==> config.mk <==
export PLATFORM = sky130hd
export DESIGN_NAME = axi4_stream_pkt_gen_flat
export DESIGN_NICKNAME = d
export VERILOG_FILES = /design/src/rtl/axi4_stream_pkt_gen_pkg.sv /design/src/rtl/axi4_stream_if.sv /design/src/rtl/axi4_stream_pkt_gen_lfsr16.sv /design/src/rtl/axi4_stream_pkt_gen.sv /design/src/flat_wrapper.sv
export SDC_FILE = /design/constraint.sdc
export NUM_CORES = 1
export LEC_CHECK = 0
export BUFFER_PORTS_ARGS = -buffer_cell sky130_fd_sc_hd__buf_2
export CAP_MARGIN = 20
export CELL_PAD_IN_SITES_DETAIL_PLACEMENT = 1
export CELL_PAD_IN_SITES_GLOBAL_PLACEMENT = 1
export CORE_MARGIN = 1
export CORE_UTILIZATION = 40
export CTS_BUF_LIST = sky130_fd_sc_hd__clkbuf_8
export DETAILED_ROUTE_END_ITERATION = 8
export PLACE_DENSITY = 0.69
export SLEW_MARGIN = 5
export SYNTH_ARGS = -nofsm -noshare
export SYNTH_HDL_FRONTEND = slang
export SYNTH_SLANG_ARGS = --single-unit
==> constraint.sdc <==
create_clock -name clk_i -period 6.1 [get_ports clk_i]
set_input_delay 0.305 -clock clk_i [delete_from_list [all_inputs] [get_ports clk_i]]
set_output_delay 0.305 -clock clk_i [all_outputs]
set_load 0.005 [all_outputs]
==> src/rtl/axi4_stream_pkt_gen_pkg.sv <==
// Shared types and constants for the AXI4-Stream packet generator.
package axi4_stream_pkt_gen_pkg;

  typedef enum logic [1:0] {
    StIdle,
    StSend,
    StGap
  } pkt_gen_state_t;

  // Galois LFSR used for optional random bubbles
  localparam logic [15:0] LfsrSeed = 16'hACE1;
  localparam logic [15:0] LfsrTaps = 16'hB400;

  // Widest keep vector the mask helper can produce (1024-bit data)
  localparam int unsigned MaxKeepW = 128;

  // Keep mask for the final word: low 'rem' bytes valid, all bytes when rem is 0
  function automatic logic [MaxKeepW-1:0] last_keep_mask(input int rem);
    logic [MaxKeepW-1:0] m;
    m = '0;
    if (rem == 0) begin
      m = '1;
    end else begin
      for (int i = 0; i < MaxKeepW; i++) begin
        if (i < rem) m[i] = 1'b1;
      end
    end
    return m;
  endfunction

endpackage

==> src/rtl/axi4_stream_if.sv <==
// AXI4-Stream bundle with master/slave views.
interface axi4_stream_if #(
  parameter int unsigned DATA_WIDTH = 32,
  parameter int unsigned USER_WIDTH = 1,
  parameter int unsigned DEST_WIDTH = 1,
  parameter int unsigned ID_WIDTH   = 1
);
  logic                    tvalid;
  logic                    tready;
  logic [DATA_WIDTH-1:0]   tdata;
  logic [DATA_WIDTH/8-1:0] tkeep;
  logic [DATA_WIDTH/8-1:0] tstrb;
  logic                    tlast;
  logic [USER_WIDTH-1:0]   tuser;
  logic [DEST_WIDTH-1:0]   tdest;
  logic [ID_WIDTH-1:0]     tid;

  modport master (
    output tvalid, tdata, tkeep, tstrb, tlast, tuser, tdest, tid,
    input  tready
  );

  modport slave (
    input  tvalid, tdata, tkeep, tstrb, tlast, tuser, tdest, tid,
    output tready
  );
endinterface

==> src/rtl/axi4_stream_pkt_gen_lfsr16.sv <==
// 16-bit Galois LFSR; only built when AXI4_STREAM_PKT_GEN_RANDOM_GAPS_EN is defined.
`ifdef AXI4_STREAM_PKT_GEN_RANDOM_GAPS_EN
module lfsr16
  import axi4_stream_pkt_gen_pkg::*;
(
  input  logic        clk_i,
  input  logic        rst_n_i,
  input  logic        en_i,
  output logic [15:0] value_o
);

  logic [15:0] lfsr_q, lfsr_d;

  // Shift right, folding the taps in when the dropped bit is set
  always_comb begin
    lfsr_d = lfsr_q;
    if (en_i) lfsr_d = lfsr_q[0] ? ((lfsr_q >> 1) ^ LfsrTaps) : (lfsr_q >> 1);
  end

  // LFSR state register
  always_ff @(posedge clk_i or negedge rst_n_i) begin
    if (!rst_n_i) lfsr_q <= LfsrSeed;
    else          lfsr_q <= lfsr_d;
  end

  assign value_o = lfsr_q;

endmodule
`endif

==> src/rtl/axi4_stream_pkt_gen.sv <==
// AXI4-Stream numbered-packet generator with backpressure, gaps and stop control.
// Optional random intra-packet bubbles: define AXI4_STREAM_PKT_GEN_RANDOM_GAPS_EN.
module axi4_stream_pkt_gen
  import axi4_stream_pkt_gen_pkg::*;
#(
  parameter int unsigned DATA_WIDTH = 32,
  parameter int unsigned USER_WIDTH = 1,
  parameter int unsigned DEST_WIDTH = 1,
  parameter int unsigned ID_WIDTH   = 1,
  parameter int unsigned LEN_WIDTH  = 16,
  parameter int unsigned CNT_WIDTH  = 16
) (
  input  logic                 clk_i,
  input  logic                 rst_n_i,
  input  logic                 start_i,
  input  logic [LEN_WIDTH-1:0] pkt_len_i,
  input  logic [CNT_WIDTH-1:0] pkt_num_i,
  input  logic [7:0]           ifg_i,
  input  logic                 stop_i,
  output logic                 busy_o,
  output logic                 done_o,
  output logic [CNT_WIDTH-1:0] sent_pkts_o,
  axi4_stream_if.master        pkt_o
);

  localparam int unsigned DataWidthB = DATA_WIDTH / 8;
  localparam int unsigned WordW      = LEN_WIDTH + 1;
  localparam int unsigned OffW       = LEN_WIDTH + 9;

  pkt_gen_state_t          state_q, state_d;
  logic [WordW-1:0]        words_q, words_d;
  logic [DataWidthB-1:0]   last_keep_q, last_keep_d;
  logic [CNT_WIDTH-1:0]    num_q, num_d;
  logic [7:0]              ifg_q, ifg_d;
  logic [WordW-1:0]        word_idx_q, word_idx_d;
  logic [CNT_WIDTH-1:0]    pkt_idx_q, pkt_idx_d;
  logic [CNT_WIDTH-1:0]    sent_q, sent_d;
  logic                    stop_pend_q, stop_pend_d;
  logic [7:0]              gap_cnt_q, gap_cnt_d;
  logic                    done_q, done_d;
  logic                    tvalid_q, tvalid_d;
  logic [DATA_WIDTH-1:0]   tdata_q, tdata_d;
  logic [DataWidthB-1:0]   tkeep_q, tkeep_d;
  logic                    tlast_q, tlast_d;
  logic [USER_WIDTH-1:0]   tuser_q, tuser_d;
  logic [DEST_WIDTH-1:0]   tdest_q, tdest_d;

  logic                    offer_ok;
  logic                    load_en;
  logic [CNT_WIDTH-1:0]    load_pkt;
  logic [WordW-1:0]        load_word;
  logic                    ld_last;
  logic [WordW-1:0]        words_calc;
  logic [LEN_WIDTH-1:0]    len_rem;
  logic [MaxKeepW-1:0]     keep_full;

  // Byte k of packet p is p[7:0] + k; word w starts at k = w * DataWidthB
  function automatic logic [DATA_WIDTH-1:0] word_data(input logic [7:0]       p,
                                                      input logic [WordW-1:0] w);
    logic [OffW-1:0]       off;
    logic [DATA_WIDTH-1:0] d;
    off = OffW'(w) * OffW'(DataWidthB);
    d   = '0;
    for (int j = 0; j < DataWidthB; j++) begin
      d[j*8 +: 8] = p + off[7:0] + 8'(j);
    end
    return d;
  endfunction

`ifdef AXI4_STREAM_PKT_GEN_RANDOM_GAPS_EN
  logic [15:0] lfsr_value;
  logic        unused_lfsr;

  lfsr16 u_lfsr (
    .clk_i   (clk_i),
    .rst_n_i (rst_n_i),
    .en_i    (1'b1),
    .value_o (lfsr_value)
  );

  assign offer_ok    = lfsr_value[0];
  assign unused_lfsr = ^lfsr_value[15:1];
`else
  assign offer_ok = 1'b1;
`endif

  // Extra bit keeps the round-up from overflowing at maximum length
  assign words_calc = (WordW'(pkt_len_i) + WordW'(DataWidthB - 1)) / WordW'(DataWidthB);
  assign len_rem    = pkt_len_i % LEN_WIDTH'(DataWidthB);
  assign keep_full  = last_keep_mask(int'(len_rem));
  assign ld_last    = (load_word == words_q - WordW'(1));

  // Next-state, handshake and payload selection
  always_comb begin
    state_d     = state_q;
    words_d     = words_q;
    last_keep_d = last_keep_q;
    num_d       = num_q;
    ifg_d       = ifg_q;
    word_idx_d  = word_idx_q;
    pkt_idx_d   = pkt_idx_q;
    sent_d      = sent_q;
    gap_cnt_d   = gap_cnt_q;
    done_d      = 1'b0;
    tvalid_d    = tvalid_q;
    tdata_d     = tdata_q;
    tkeep_d     = tkeep_q;
    tlast_d     = tlast_q;
    tuser_d     = tuser_q;
    tdest_d     = tdest_q;
    load_en     = 1'b0;
    load_pkt    = pkt_idx_q;
    load_word   = word_idx_q;
    stop_pend_d = stop_pend_q | ((state_q != StIdle) & stop_i);

    unique case (state_q)
      StIdle: begin
        if (start_i && (pkt_len_i != '0)) begin
          words_d     = words_calc;
          last_keep_d = keep_full[DataWidthB-1:0];
          num_d       = pkt_num_i;
          ifg_d       = ifg_i;
          sent_d      = '0;
          pkt_idx_d   = '0;
          word_idx_d  = '0;
          stop_pend_d = 1'b0;
          state_d     = StSend;
        end
      end

      StSend: begin
        if (!tvalid_q) begin
          if (offer_ok) begin
            load_en  = 1'b1;
            tvalid_d = 1'b1;
          end
        end else if (pkt_o.tready) begin
          if (!tlast_q) begin
            word_idx_d = word_idx_q + WordW'(1);
            load_word  = word_idx_q + WordW'(1);
            if (offer_ok) load_en = 1'b1;
            else          tvalid_d = 1'b0;
          end else begin
            sent_d     = sent_q + CNT_WIDTH'(1);
            pkt_idx_d  = pkt_idx_q + CNT_WIDTH'(1);
            word_idx_d = '0;
            if (((num_q != '0) && (sent_q + CNT_WIDTH'(1) == num_q)) || stop_pend_q || stop_i) begin
              state_d     = StIdle;
              tvalid_d    = 1'b0;
              done_d      = 1'b1;
              stop_pend_d = 1'b0;
            end else if (ifg_q == 8'd0) begin
              // Back-to-back packets: next packet's first word replaces the accepted tlast
              load_pkt  = pkt_idx_q + CNT_WIDTH'(1);
              load_word = '0;
              if (offer_ok) load_en = 1'b1;
              else          tvalid_d = 1'b0;
            end else begin
              state_d   = StGap;
              gap_cnt_d = ifg_q;
              tvalid_d  = 1'b0;
            end
          end
        end
      end

      StGap: begin
        if (stop_pend_q || stop_i) begin
          state_d     = StIdle;
          done_d      = 1'b1;
          stop_pend_d = 1'b0;
        end else if (gap_cnt_q <= 8'd1) begin
          // Load on the last idle cycle so tvalid rises right after ifg low cycles
          state_d = StSend;
          if (offer_ok) begin
            load_en  = 1'b1;
            tvalid_d = 1'b1;
          end
        end else begin
          gap_cnt_d = gap_cnt_q - 8'd1;
        end
      end

      default: state_d = StIdle;
    endcase

    if (load_en) begin
      tdata_d = word_data(load_pkt[7:0], load_word);
      tkeep_d = ld_last ? last_keep_q : '1;
      tlast_d = ld_last;
      tuser_d = USER_WIDTH'(load_word == '0);
      tdest_d = load_pkt[DEST_WIDTH-1:0];
    end
  end

  // State and registered stream outputs
  always_ff @(posedge clk_i or negedge rst_n_i) begin
    if (!rst_n_i) begin
      state_q     <= StIdle;
      words_q     <= '0;
      last_keep_q <= '0;
      num_q       <= '0;
      ifg_q       <= '0;
      word_idx_q  <= '0;
      pkt_idx_q   <= '0;
      sent_q      <= '0;
      stop_pend_q <= 1'b0;
      gap_cnt_q   <= '0;
      done_q      <= 1'b0;
      tvalid_q    <= 1'b0;
      tdata_q     <= '0;
      tkeep_q     <= '0;
      tlast_q     <= 1'b0;
      tuser_q     <= '0;
      tdest_q     <= '0;
    end else begin
      state_q     <= state_d;
      words_q     <= words_d;
      last_keep_q <= last_keep_d;
      num_q       <= num_d;
      ifg_q       <= ifg_d;
      word_idx_q  <= word_idx_d;
      pkt_idx_q   <= pkt_idx_d;
      sent_q      <= sent_d;
      stop_pend_q <= stop_pend_d;
      gap_cnt_q   <= gap_cnt_d;
      done_q      <= done_d;
      tvalid_q    <= tvalid_d;
      tdata_q     <= tdata_d;
      tkeep_q     <= tkeep_d;
      tlast_q     <= tlast_d;
      tuser_q     <= tuser_d;
      tdest_q     <= tdest_d;
    end
  end

  assign busy_o      = (state_q != StIdle);
  assign done_o      = done_q;
  assign sent_pkts_o = sent_q;

  assign pkt_o.tvalid = tvalid_q;
  assign pkt_o.tdata  = tdata_q;
  assign pkt_o.tkeep  = tkeep_q;
  assign pkt_o.tstrb  = tkeep_q;
  assign pkt_o.tlast  = tlast_q;
  assign pkt_o.tuser  = tuser_q;
  assign pkt_o.tdest  = tdest_q;
  assign pkt_o.tid    = '0;

endmodule
==> src/flat_wrapper.sv <==
// flat-port wrapper written by rule: the top's interface ports become plain ports
module axi4_stream_pkt_gen_flat import axi4_stream_pkt_gen_pkg::*;
#(
  parameter int unsigned DATA_WIDTH = 32,
  parameter int unsigned USER_WIDTH = 1,
  parameter int unsigned DEST_WIDTH = 1,
  parameter int unsigned ID_WIDTH   = 1,
  parameter int unsigned LEN_WIDTH  = 16,
  parameter int unsigned CNT_WIDTH  = 16
)
  (clk_i, rst_n_i, start_i, pkt_len_i, pkt_num_i, ifg_i, stop_i, busy_o, done_o, sent_pkts_o, pkt_o_tvalid, pkt_o_tdata, pkt_o_tkeep, pkt_o_tstrb, pkt_o_tlast, pkt_o_tuser, pkt_o_tdest, pkt_o_tid, pkt_o_tready);
  axi4_stream_if #(.DATA_WIDTH(DATA_WIDTH), .USER_WIDTH(USER_WIDTH), .DEST_WIDTH(DEST_WIDTH), .ID_WIDTH(ID_WIDTH)) pkt_o_i ();
  input  logic clk_i;
  input  logic rst_n_i;
  input  logic start_i;
  input  logic [LEN_WIDTH-1:0] pkt_len_i;
  input  logic [CNT_WIDTH-1:0] pkt_num_i;
  input  logic [7:0] ifg_i;
  input  logic stop_i;
  output logic busy_o;
  output logic done_o;
  output logic [CNT_WIDTH-1:0] sent_pkts_o;
  output wire logic [$bits(pkt_o_i.tvalid)-1:0] pkt_o_tvalid;
  output wire logic [$bits(pkt_o_i.tdata)-1:0] pkt_o_tdata;
  output wire logic [$bits(pkt_o_i.tkeep)-1:0] pkt_o_tkeep;
  output wire logic [$bits(pkt_o_i.tstrb)-1:0] pkt_o_tstrb;
  output wire logic [$bits(pkt_o_i.tlast)-1:0] pkt_o_tlast;
  output wire logic [$bits(pkt_o_i.tuser)-1:0] pkt_o_tuser;
  output wire logic [$bits(pkt_o_i.tdest)-1:0] pkt_o_tdest;
  output wire logic [$bits(pkt_o_i.tid)-1:0] pkt_o_tid;
  input wire logic [$bits(pkt_o_i.tready)-1:0] pkt_o_tready;
  assign pkt_o_tvalid = pkt_o_i.tvalid;
  assign pkt_o_tdata = pkt_o_i.tdata;
  assign pkt_o_tkeep = pkt_o_i.tkeep;
  assign pkt_o_tstrb = pkt_o_i.tstrb;
  assign pkt_o_tlast = pkt_o_i.tlast;
  assign pkt_o_tuser = pkt_o_i.tuser;
  assign pkt_o_tdest = pkt_o_i.tdest;
  assign pkt_o_tid = pkt_o_i.tid;
  assign pkt_o_i.tready = pkt_o_tready;
  axi4_stream_pkt_gen #(.DATA_WIDTH(DATA_WIDTH), .USER_WIDTH(USER_WIDTH), .DEST_WIDTH(DEST_WIDTH), .ID_WIDTH(ID_WIDTH), .LEN_WIDTH(LEN_WIDTH), .CNT_WIDTH(CNT_WIDTH)) u_core (.clk_i(clk_i), .rst_n_i(rst_n_i), .start_i(start_i), .pkt_len_i(pkt_len_i), .pkt_num_i(pkt_num_i), .ifg_i(ifg_i), .stop_i(stop_i), .busy_o(busy_o), .done_o(done_o), .sent_pkts_o(sent_pkts_o), .pkt_o(pkt_o_i));
endmodule
==> flow_summary_export.csv, run 1 <==
group,metric,value,unit
setup_path,critical_path_required,6.45,ns
logic_synthesis,yosys_warnings,0,
layout,area_growth,11.83,%
global_route,grt_overflow,0,
clocking,clockBufferDepth,2,
timing,timing.hold.ws,0.04807,ns
logic_synthesis,synth_edf_count,0,
timing,hold_viol_final,0,
timing,setup_viol,0,
logic_synthesis,synthesis.nets,1098,
timing,final-max-slew-violation-count,0,
drt,route.detailed.drc,0,
setup_path,start_kind,"flop",
die,die_w,151.6,um
timing,fmax,189.2,MHz
setup_path,cp_slowest_stage_delay,0.75,ns
logic_synthesis,ys_seq_elements,133,
global_route,antenna_found_initial,1,
drt,firstDrtPassIters,5,
clocking,cts_buffers,17,
drt,via_per_inst,5.769,
setup_path,path_class,"flop to flop",
timing,rsz0062_at_grt,"no",
drt,ant_nets,0,
global_route,grt_pass1_vias,7958,
global_route,track_usage,24.63,%
timing,tightest_slew,1.057,ns
die,die_area,0.02298,mm^2
power,finalPower,3.673,mW
die,dieHeight,151.6,um
place,dpl_worst_slack,0.8850,ns
clocking,cts_setup_buffers,0,
power,max-vdd-ir-drop,0.2025,mV
logic_synthesis,synth-async-reset-ratio,100.0,%
drt,routedWlPerCell,19.49,um
layout,post_route_cells_drive_above_1_share,19.06,%
drt,dr_total_vias,8036,
timing,fin_setup_tns,0,ns
setup_path,endpoint_kind,"flop",
layout,fillCellCount,2647,
timing,fin_crit,5.284,ns
layout,final_cells,1393,
place,port-buffer-count,106,
die,core-area,0.02189,mm^2
setup_path,cp_slowest_cell,"or4_1",
logic_synthesis,avgSynthCellArea,8.681,um^2
logic_synthesis,synth-seq-area-share,37.19,%
global_route,grt_max_degree,88,
power,power_density,367.0,mW/mm^2
place,dp.cells,1358,
logic_synthesis,synth_flop_cell,"dfrtp_1",
logic_synthesis,syn-instance-count,1031,
die,num_io_pins,108,
place,hpwl,19690,um
clocking,clock_latency,0.48,ns
flow_run,drv_cap,0,
logic_synthesis,syn-cell-area,0.008950,mm^2
clocking,clkTransAtPathRegs,0.10,ns
setup_path,critPathArrivalTime,5.63,ns
layout,final_nets,1166,
setup_path,crit_top_cell,"nor2_1",
setup_path,regToRegSetupSlack,0.82,ns
clocking,clkSinkCount,133,
drt,drt_wl_total,27160,um
clocking,h-tree-depth,4,
timing,timing.final.ws_setup,0.8157,ns
die,initial_core_util,40.88,%
logic_synthesis,synth_cell_types,86,
die,rows,54,
drt,drtIter0Drc,458,
clocking,cts_tree,"built",
timing,skew,0.01875,ns
min_path,hold_path_class,"primary input to flop",
clocking,cts-root-buf,"clkbuf_8",
setup_path,crit_fanout,9,
timing,period_share,86.63,%
setup_path,cp_cell_sequence,"ha_1 > and4_1 > nand3_2 > nor2_1 > o2111ai_1 > or4_1 > o21ai_4 > nand2_1 > o21ai_0 > ha_1 > fa_1 > a21oi_1 > nor2_1 > nor2_1 > xnor2_1 > nand2_1 > nor2_1 > nand2_1 > xnor2_1 > o21ai_1",
timing,max-slew-margin-rel,28.99,%
global_route,grt_pass1_wl,43590,um
outcome,status,"finished, final reports clean",
clocking,cts-resized-gates,0,
place,routabilityCongestion,0.8432,
power,p_leak,4.209,nW
## layer usage
metal  vias to the layer above  track usage [%]  share of wire (%)
met2                       195            38.61                 46
met4                         0            8.812                2.1
met1                      3946            34.37                 48
met5                         -                0                  0
met3                        38            3.683                4.5
li1                       3857                -                  -
## flip-flops by register name, summed over array words and instances, names as in the netlist, 2 cells and up
register            count
u_core.pkt_o.tkeep      4
u_core.state_q          2
u_core.word_idx_q      17
u_core.sent_pkts_o     16
u_core.pkt_o.tdata     30
u_core.gap_cnt_q        8
u_core.pkt_idx_q        8
u_core.num_q           16
u_core.last_keep_q      4
u_core.words_q         15
u_core.ifg_q            8
## report_power, final
part	internal, mW	switching (mW)
Clock	0.374	0.432
Sequential	1.12	0.268
Combinational	0.586	0.898
Total	2.08	1.60
## area by class of cell
cell class	instances	area [um^2]	area share, %
repair buffers	115	606.8	6.063
flip-flops and latches	133	3328	33.25
clock inverters	15	168.9	1.688
diodes	1	2.502	0.02500
well taps	280	350.3	3.500
multi-input cells	804	5213	52.08
clock buffers	17	234.0	2.338
inverters	28	105.1	1.050
## final timing paths
path                                                    start                                  to  cells past startpoint
max                         u_core.sent_pkts_o[0]$_DFFE_PN0P_  u_core.pkt_o.tdata[15]$_DFFE_PN0P_                     20
min                                              pkt_num_i[7]         u_core.num_q[7]$_DFFE_PN0P_                      2
max reg2reg                 u_core.sent_pkts_o[0]$_DFFE_PN0P_  u_core.pkt_o.tdata[15]$_DFFE_PN0P_                     20
min reg2reg                u_core.pkt_o.tdata[17]$_DFFE_PN0P_  u_core.pkt_o.tdata[17]$_DFFE_PN0P_                      2
max in group asynchronous                             rst_n_i         u_core.num_q[2]$_DFFE_PN0P_                      3
min in group asynchronous                             rst_n_i   u_core.word_idx_q[12]$_DFFE_PN0P_                      2
## critical path: cells and delay by family, from the launching register on
family | cells | cell delay, ns
compound gates | 5 | 0.90
xor+xnor | 2 | 0.64
fa+ha+maj | 3 | 0.85
flops | 1 | 0.49
simple gates | 10 | 2.27
## synthesized netlist by cell type, drive strengths merged (4+ instances only)
| library cell | number | share of area, % |
|---|---|---|
| nand2b | 9 | 0.63 |
| clkbuf | 43 | 1.8 |
| dfrtp | 133 | 37 |
| nand4b | 4 | 0.39 |
| and3 | 15 | 1.0 |
| a2bb2oi | 5 | 0.49 |
| o31ai | 18 | 1.5 |
| o21ai | 110 | 6.3 |
| ha | 21 | 2.9 |
| mux2 | 28 | 3.5 |
| and4 | 9 | 0.91 |
| inv | 28 | 1.2 |
| nor2 | 74 | 3.1 |
| buf | 23 | 1.6 |
| or2 | 5 | 0.35 |
| o22ai | 9 | 0.70 |
| or4 | 5 | 0.42 |
| a211oi | 6 | 0.50 |
| xnor2 | 55 | 5.8 |
| nor3 | 19 | 1.1 |
| nor4 | 30 | 2.9 |
| o211ai | 5 | 0.42 |
| and2 | 6 | 0.42 |
| xor2 | 33 | 3.4 |
| nor2b | 4 | 0.28 |
| a21oi | 41 | 2.5 |
| nand2 | 132 | 5.6 |
| nand3 | 54 | 3.3 |
| a31oi | 10 | 0.70 |
| nand4 | 18 | 1.3 |
| a21o | 7 | 0.59 |
| o2111ai | 6 | 0.59 |
| or3 | 8 | 0.62 |
## per-stage QoR
stage,util (%),area (um^2)
after floorplan,-,8950
after global placement,43.79,9585
after detailed placement,43.79,9585
after CTS,45.67,9998
after global routing,45.71,10010
final,45.72,10010
## cell families (layout without fill, tap and decap cells)
group / Yosys count / after routing / share of synthesized area, %
xor gates and xnor gates: 88 / 88 / 9.157
adders and majority gates: 22 / 22 / 3.160
and+or+nand+nor: 406 / 406 / 23.61
DFF: 133 / 133 / 37.19
muxes: 31 / 31 / 3.859
other: 1 / 2 / 0.04190
buffers and inverters: 94 / 175 / 4.627
AOI/OAI and AO/OA: 256 / 256 / 18.36
## placed cells by master, fill, tap and decap left out, types with 6 or more instances in the layout
| master | instances |
|---|---|
| o31ai_1 | 18 |
| nand2_1 | 131 |
| a21oi_1 | 37 |
| nor4_1 | 22 |
| nand2b_1 | 9 |
| nor2_1 | 73 |
| and2_1 | 6 |
| a21o_1 | 7 |
| and3_1 | 15 |
| nand3_1 | 50 |
| nor4_2 | 6 |
| dfrtp_1 | 133 |
| nand4_1 | 18 |
| xor2_1 | 31 |
| mux2_2 | 28 |
| buf_2 | 105 |
| buf_4 | 8 |
| o22ai_1 | 8 |
| o2111ai_1 | 6 |
| and4_1 | 8 |
| a211oi_1 | 6 |
| ha_1 | 21 |
| a31oi_1 | 10 |
| clkbuf_8 | 17 |
| or3_1 | 7 |
| o21ai_0 | 105 |
| inv_1 | 28 |
| nor3_1 | 18 |
| xnor2_1 | 52 |
## what timing repair did
| item | 4_1_cts | 5_1_grt |
|---|---|---|
| endpoints found under the setup margin | 0 | 0 |
| hold buffers | 1 | 0 |
| hold endpoints to repair | 86 | 0 |
No activity file was read; power rests on OpenSTA's default activity.
==> inputs of run 2 (changes only) <==
Settings changed: ABC_AREA set to 1, CAP_MARGIN 20 to 10, PLACE_DENSITY 0.69 to 0.73.
==> run 2 against run 1 <==
Compared with the run above: cell area down 3.1%; critical path depth up 10; highest routed layer unchanged; die area down 4.9%; power up 5.6%; sequential cell count unchanged; hold slack worse by 0.013 ns; clock-buffer cell count up 1; sequential power about the same; worst setup slack better by 0.67 ns; critical path type unchanged; non-clock buffer count up 1.
==> flow_summary_export.csv, run 2 <==
group,metric,value,unit
outcome,status,"finished, final reports clean",
flow_run,drv_cap,0,
drt,ant_nets,0,
global_route,grt_max_degree,79,
place,routabilityCongestion,0.8658,
setup_path,critical-path-top-delay-family,"simple AND/OR/NAND/NOR gates",
drt,via_per_inst,5.140,
logic_synthesis,synth_most_common_cell,"nand2_1",
timing,skew,0.01919,ns
timing,fin_crit,4.610,ns
setup_path,path_buf_inv,5,
global_route,antenna_found_initial,0,
global_route,grt_pass1_vias,8501,
place,port-buffer-count,106,
power,power_frac_clock,20.2,%
drt,dr_total_vias,8142,
clocking,h-tree-depth,4,
timing,setup_viol,0,
die,core-area,0.02056,mm^2
setup_path,reg2reg_depth,30,
timing,period_share,75.57,%
setup_path,cp_slowest_cell,"dfrtp_1",
setup_path,endpoint_kind,"flop",
logic_synthesis,synth_edf_count,0,
clocking,clockBufferDepth,2,
min_path,whs_endpoint,"u_core.ifg_q[7]$_DFFE_PN0P_",
die,rows,52,
timing,fmax,216.9,MHz
logic_synthesis,synth_flop_cell,"dfrtp_1",
logic_synthesis,synth-seq-area-share,39.11,%
logic_synthesis,synth_cell_types,43,
drt,firstDrtPassIters,5,
timing,hold_viol_final,0,
die,initial_core_util,41.39,%
layout,area_growth,13.92,%
power,swShare,44.84,%
power,p_comb_share,44.3,%
clocking,clkSinkCount,133,
setup_path,regToRegSetupSlack,1.49,ns
setup_path,critPathArrivalTime,5.01,ns
place,place_area,0.009286,mm^2
layout,final_cell_mix,"345 x nand2_1, 163 x inv_1, 133 x dfrtp_1",
clocking,cts-root-buf,"clkbuf_8",
setup_path,path_class,"flop to flop",
layout,n_antenna_cell,0,
die,num_io_pins,108,
timing,fin_setup_tns,0,ns
drt,drtIter0Drc,297,
clocking,cts_setup_buffers,0,
drt,route.detailed.drc,0,
layout,post_route_cells_drive_above_1_share,13.39,%
power,power_frac_seq,35.5,%
power,power_density,400.3,mW/mm^2
min_path,hold_start,"ifg_i[7]",
timing,rsz0062_at_grt,"no",
global_route,track_usage,24.31,%
power,internal_power,2.140,mW
layout,largest_reg_flops,30,
logic_synthesis,syn-cell-area,0.008509,mm^2
logic_synthesis,avgSynthCellArea,7.079,um^2
logic_synthesis,yosys_warnings,0,
setup_path,critical_path_required,6.50,ns
global_route,grt_overflow,0,
die,die_area,0.02186,mm^2
setup_path,cp.depth,30,
setup_path,r2r-start,"u_core.sent_pkts_o[0]$_DFFE_PN0P_",
drt,routedWlPerCell,15.87,um
logic_synthesis,syn-instance-count,1202,
drt,drt_wl_total,25130,um
clocking,cts_tree,"built",
setup_path,r2r_end,"u_core.pkt_o.tdata[15]$_DFFE_PN0P_",
logic_synthesis,ys_seq_elements,133,
logic_synthesis,synth_top_cell_area_share,39.11,%
logic_synthesis,synthesis.nets,1269,
die,die_w,147.9,um
power,max-vdd-ir-drop,0.2226,mV
layout,design_area,0.009694,mm^2
min_path,holdPathStages,3,
power,switchingPower,1.740,mW
setup_path,crit_fanout,10,
layout,fillCellCount,2715,
timing,final-max-slew-violation-count,0,
clocking,clock_latency,0.47,ns
power,p_leak,4.824,nW
logic_synthesis,yosysTopAreaCell,"dfrtp_1",
logic_synthesis,synth-async-reset-ratio,100.0,%
layout,final_nets,1368,
global_route,grt_pass1_wl,42310,um
timing,max-slew-margin-rel,37.82,%
setup_path,cp_slowest_stage_delay,0.46,ns
layout,layout_commonest_cell,"nand2_1",
die,dieHeight,147.9,um
logic_synthesis,synth.area.top_cells,"dfrtp_1 39%, nand2_1 15%, inv_1 7.1%",
place,hpwl,18670,um
clocking,clkTransAtPathRegs,0.09,ns
setup_path,start_kind,"flop",
clocking,cts_buffers,17,
logic_synthesis,synth_commonest_cells,"345 x nand2_1, 162 x inv_1, 133 x dfrtp_1",
min_path,hold_path_class,"primary input to flop",
timing,tightest_slew,0.9293,ns
[run 2: changes by cell type in the layout (fill, tap and decap cells not counted), moves of 18 or more]
cell     previous run  this run
nand2_1           131       345
inv_1              28       163
nand3_1            50        99
xnor2_1            52         9
mux2_2             28         0
o22ai_1             8        32
nor2_1             73        94
o21ai_0           105        84
a21oi_1            37        19
[run 2: worst max path at each step]
stage | slack [ns] | startpoint | endpoint
2_1_floorplan | 2.23 | u_core.sent_pkts_o[0]$_DFFE_PN0P_ | u_core.pkt_o.tdata[23]$_DFFE_PN0P_
3_3_place_gp | 1.71 | u_core.sent_pkts_o[0]$_DFFE_PN0P_ | u_core.pkt_o.tdata[15]$_DFFE_PN0P_
3_5_place_dp | 1.53 | u_core.sent_pkts_o[0]$_DFFE_PN0P_ | u_core.pkt_o.tdata[15]$_DFFE_PN0P_
4_1_cts | 1.47 | u_core.sent_pkts_o[0]$_DFFE_PN0P_ | u_core.pkt_o.tdata[15]$_DFFE_PN0P_
5_1_grt | 1.06 | u_core.sent_pkts_o[0]$_DFFE_PN0P_ | u_core.pkt_o.tdata[15]$_DFFE_PN0P_
6_report | 1.49 | u_core.sent_pkts_o[0]$_DFFE_PN0P_ | u_core.pkt_o.tdata[15]$_DFFE_PN0P_
[run 2: power by group through the flow]
stage	Clock (mW)	Sequential [mW]	Combinational, mW
floorplan	0	1.35	1.20
global placement	0	1.39	1.69
detailed placement	0	1.40	1.73
CTS	0.801	1.38	1.74
global route	0.837	1.42	1.96
finish	0.784	1.38	1.72
[run 2: cell families (layout without fill, tap and decap cells)]
logic type,count (synthesis),in the layout,synth area share [%]
other,1,1,0.04407
buffers and inverters,201,313,9.307
XOR/XNOR,43,43,4.426
adder cells (fa/ha/maj),22,22,3.323
AND/OR/NAND/NOR,636,636,32.79
AO/OA/AOI/OAI,166,166,11.00
flip-flops,133,133,39.11
[run 2: repair_timing]
| item | 4_1_cts | 5_1_grt |
|---|---|---|
| gates resized for setup | 0 | 0 |
| hold buffers | 1 | 0 |
| hold endpoints to repair | 77 | 0 |
[run 2: per-layer routing]
metal | wire length (um) | global-route usage [%] | up-vias | share of wire [%]
met4 | 252 | 6.134 | 0 | 1.0
met1 | 12040 | 31.46 | 3919 | 48
met5 | 0 | 0 | - | 0
li1 | - | - | 4098 | -
met3 | 722 | 3.735 | 16 | 2.9
met2 | 12120 | 42.26 | 109 | 48
[run 2: final cells by class]
type / instances / area [um^2] / share of cell area, %
sequential: 133 / 3328 / 34.33
clock buffer: 18 / 247.7 / 2.556
multi-input combinational: 868 / 4397 / 45.35
clock inverter: 14 / 150.1 / 1.549
timing repair buffer: 116 / 614.3 / 6.337
inverter: 165 / 619.3 / 6.389
tap: 270 / 337.8 / 3.485
[run 2: per-stage QoR]
| stage | util (%) | cells | power (mW) | hold slack, ns | setup slack [ns] |
|---|---|---|---|---|---|
| detailed placement | 45.17 | 1551 | 3.125 | 0.4185 | 1.525 |
| CTS | 47.15 | 1584 | 3.926 | 0.01591 | 1.467 |
| global route | 47.15 | 1584 | 4.222 | 0.01739 | 1.060 |
| global placement | 45.17 | 1551 | 3.086 | 0.4163 | 1.710 |
| floorplan | - | 1202 | 2.543 | 0.009409 | 2.231 |
| finish | 47.15 | 1584 | 3.880 | 0.03484 | 1.490 |
[run 2: worst min-delay path, delay by kind of cell]
| kind | cells | cell delay, ns |
|---|---|---|
| buf+inv | 1 | 0.07 |
| simple gates | 2 | 0.09 |
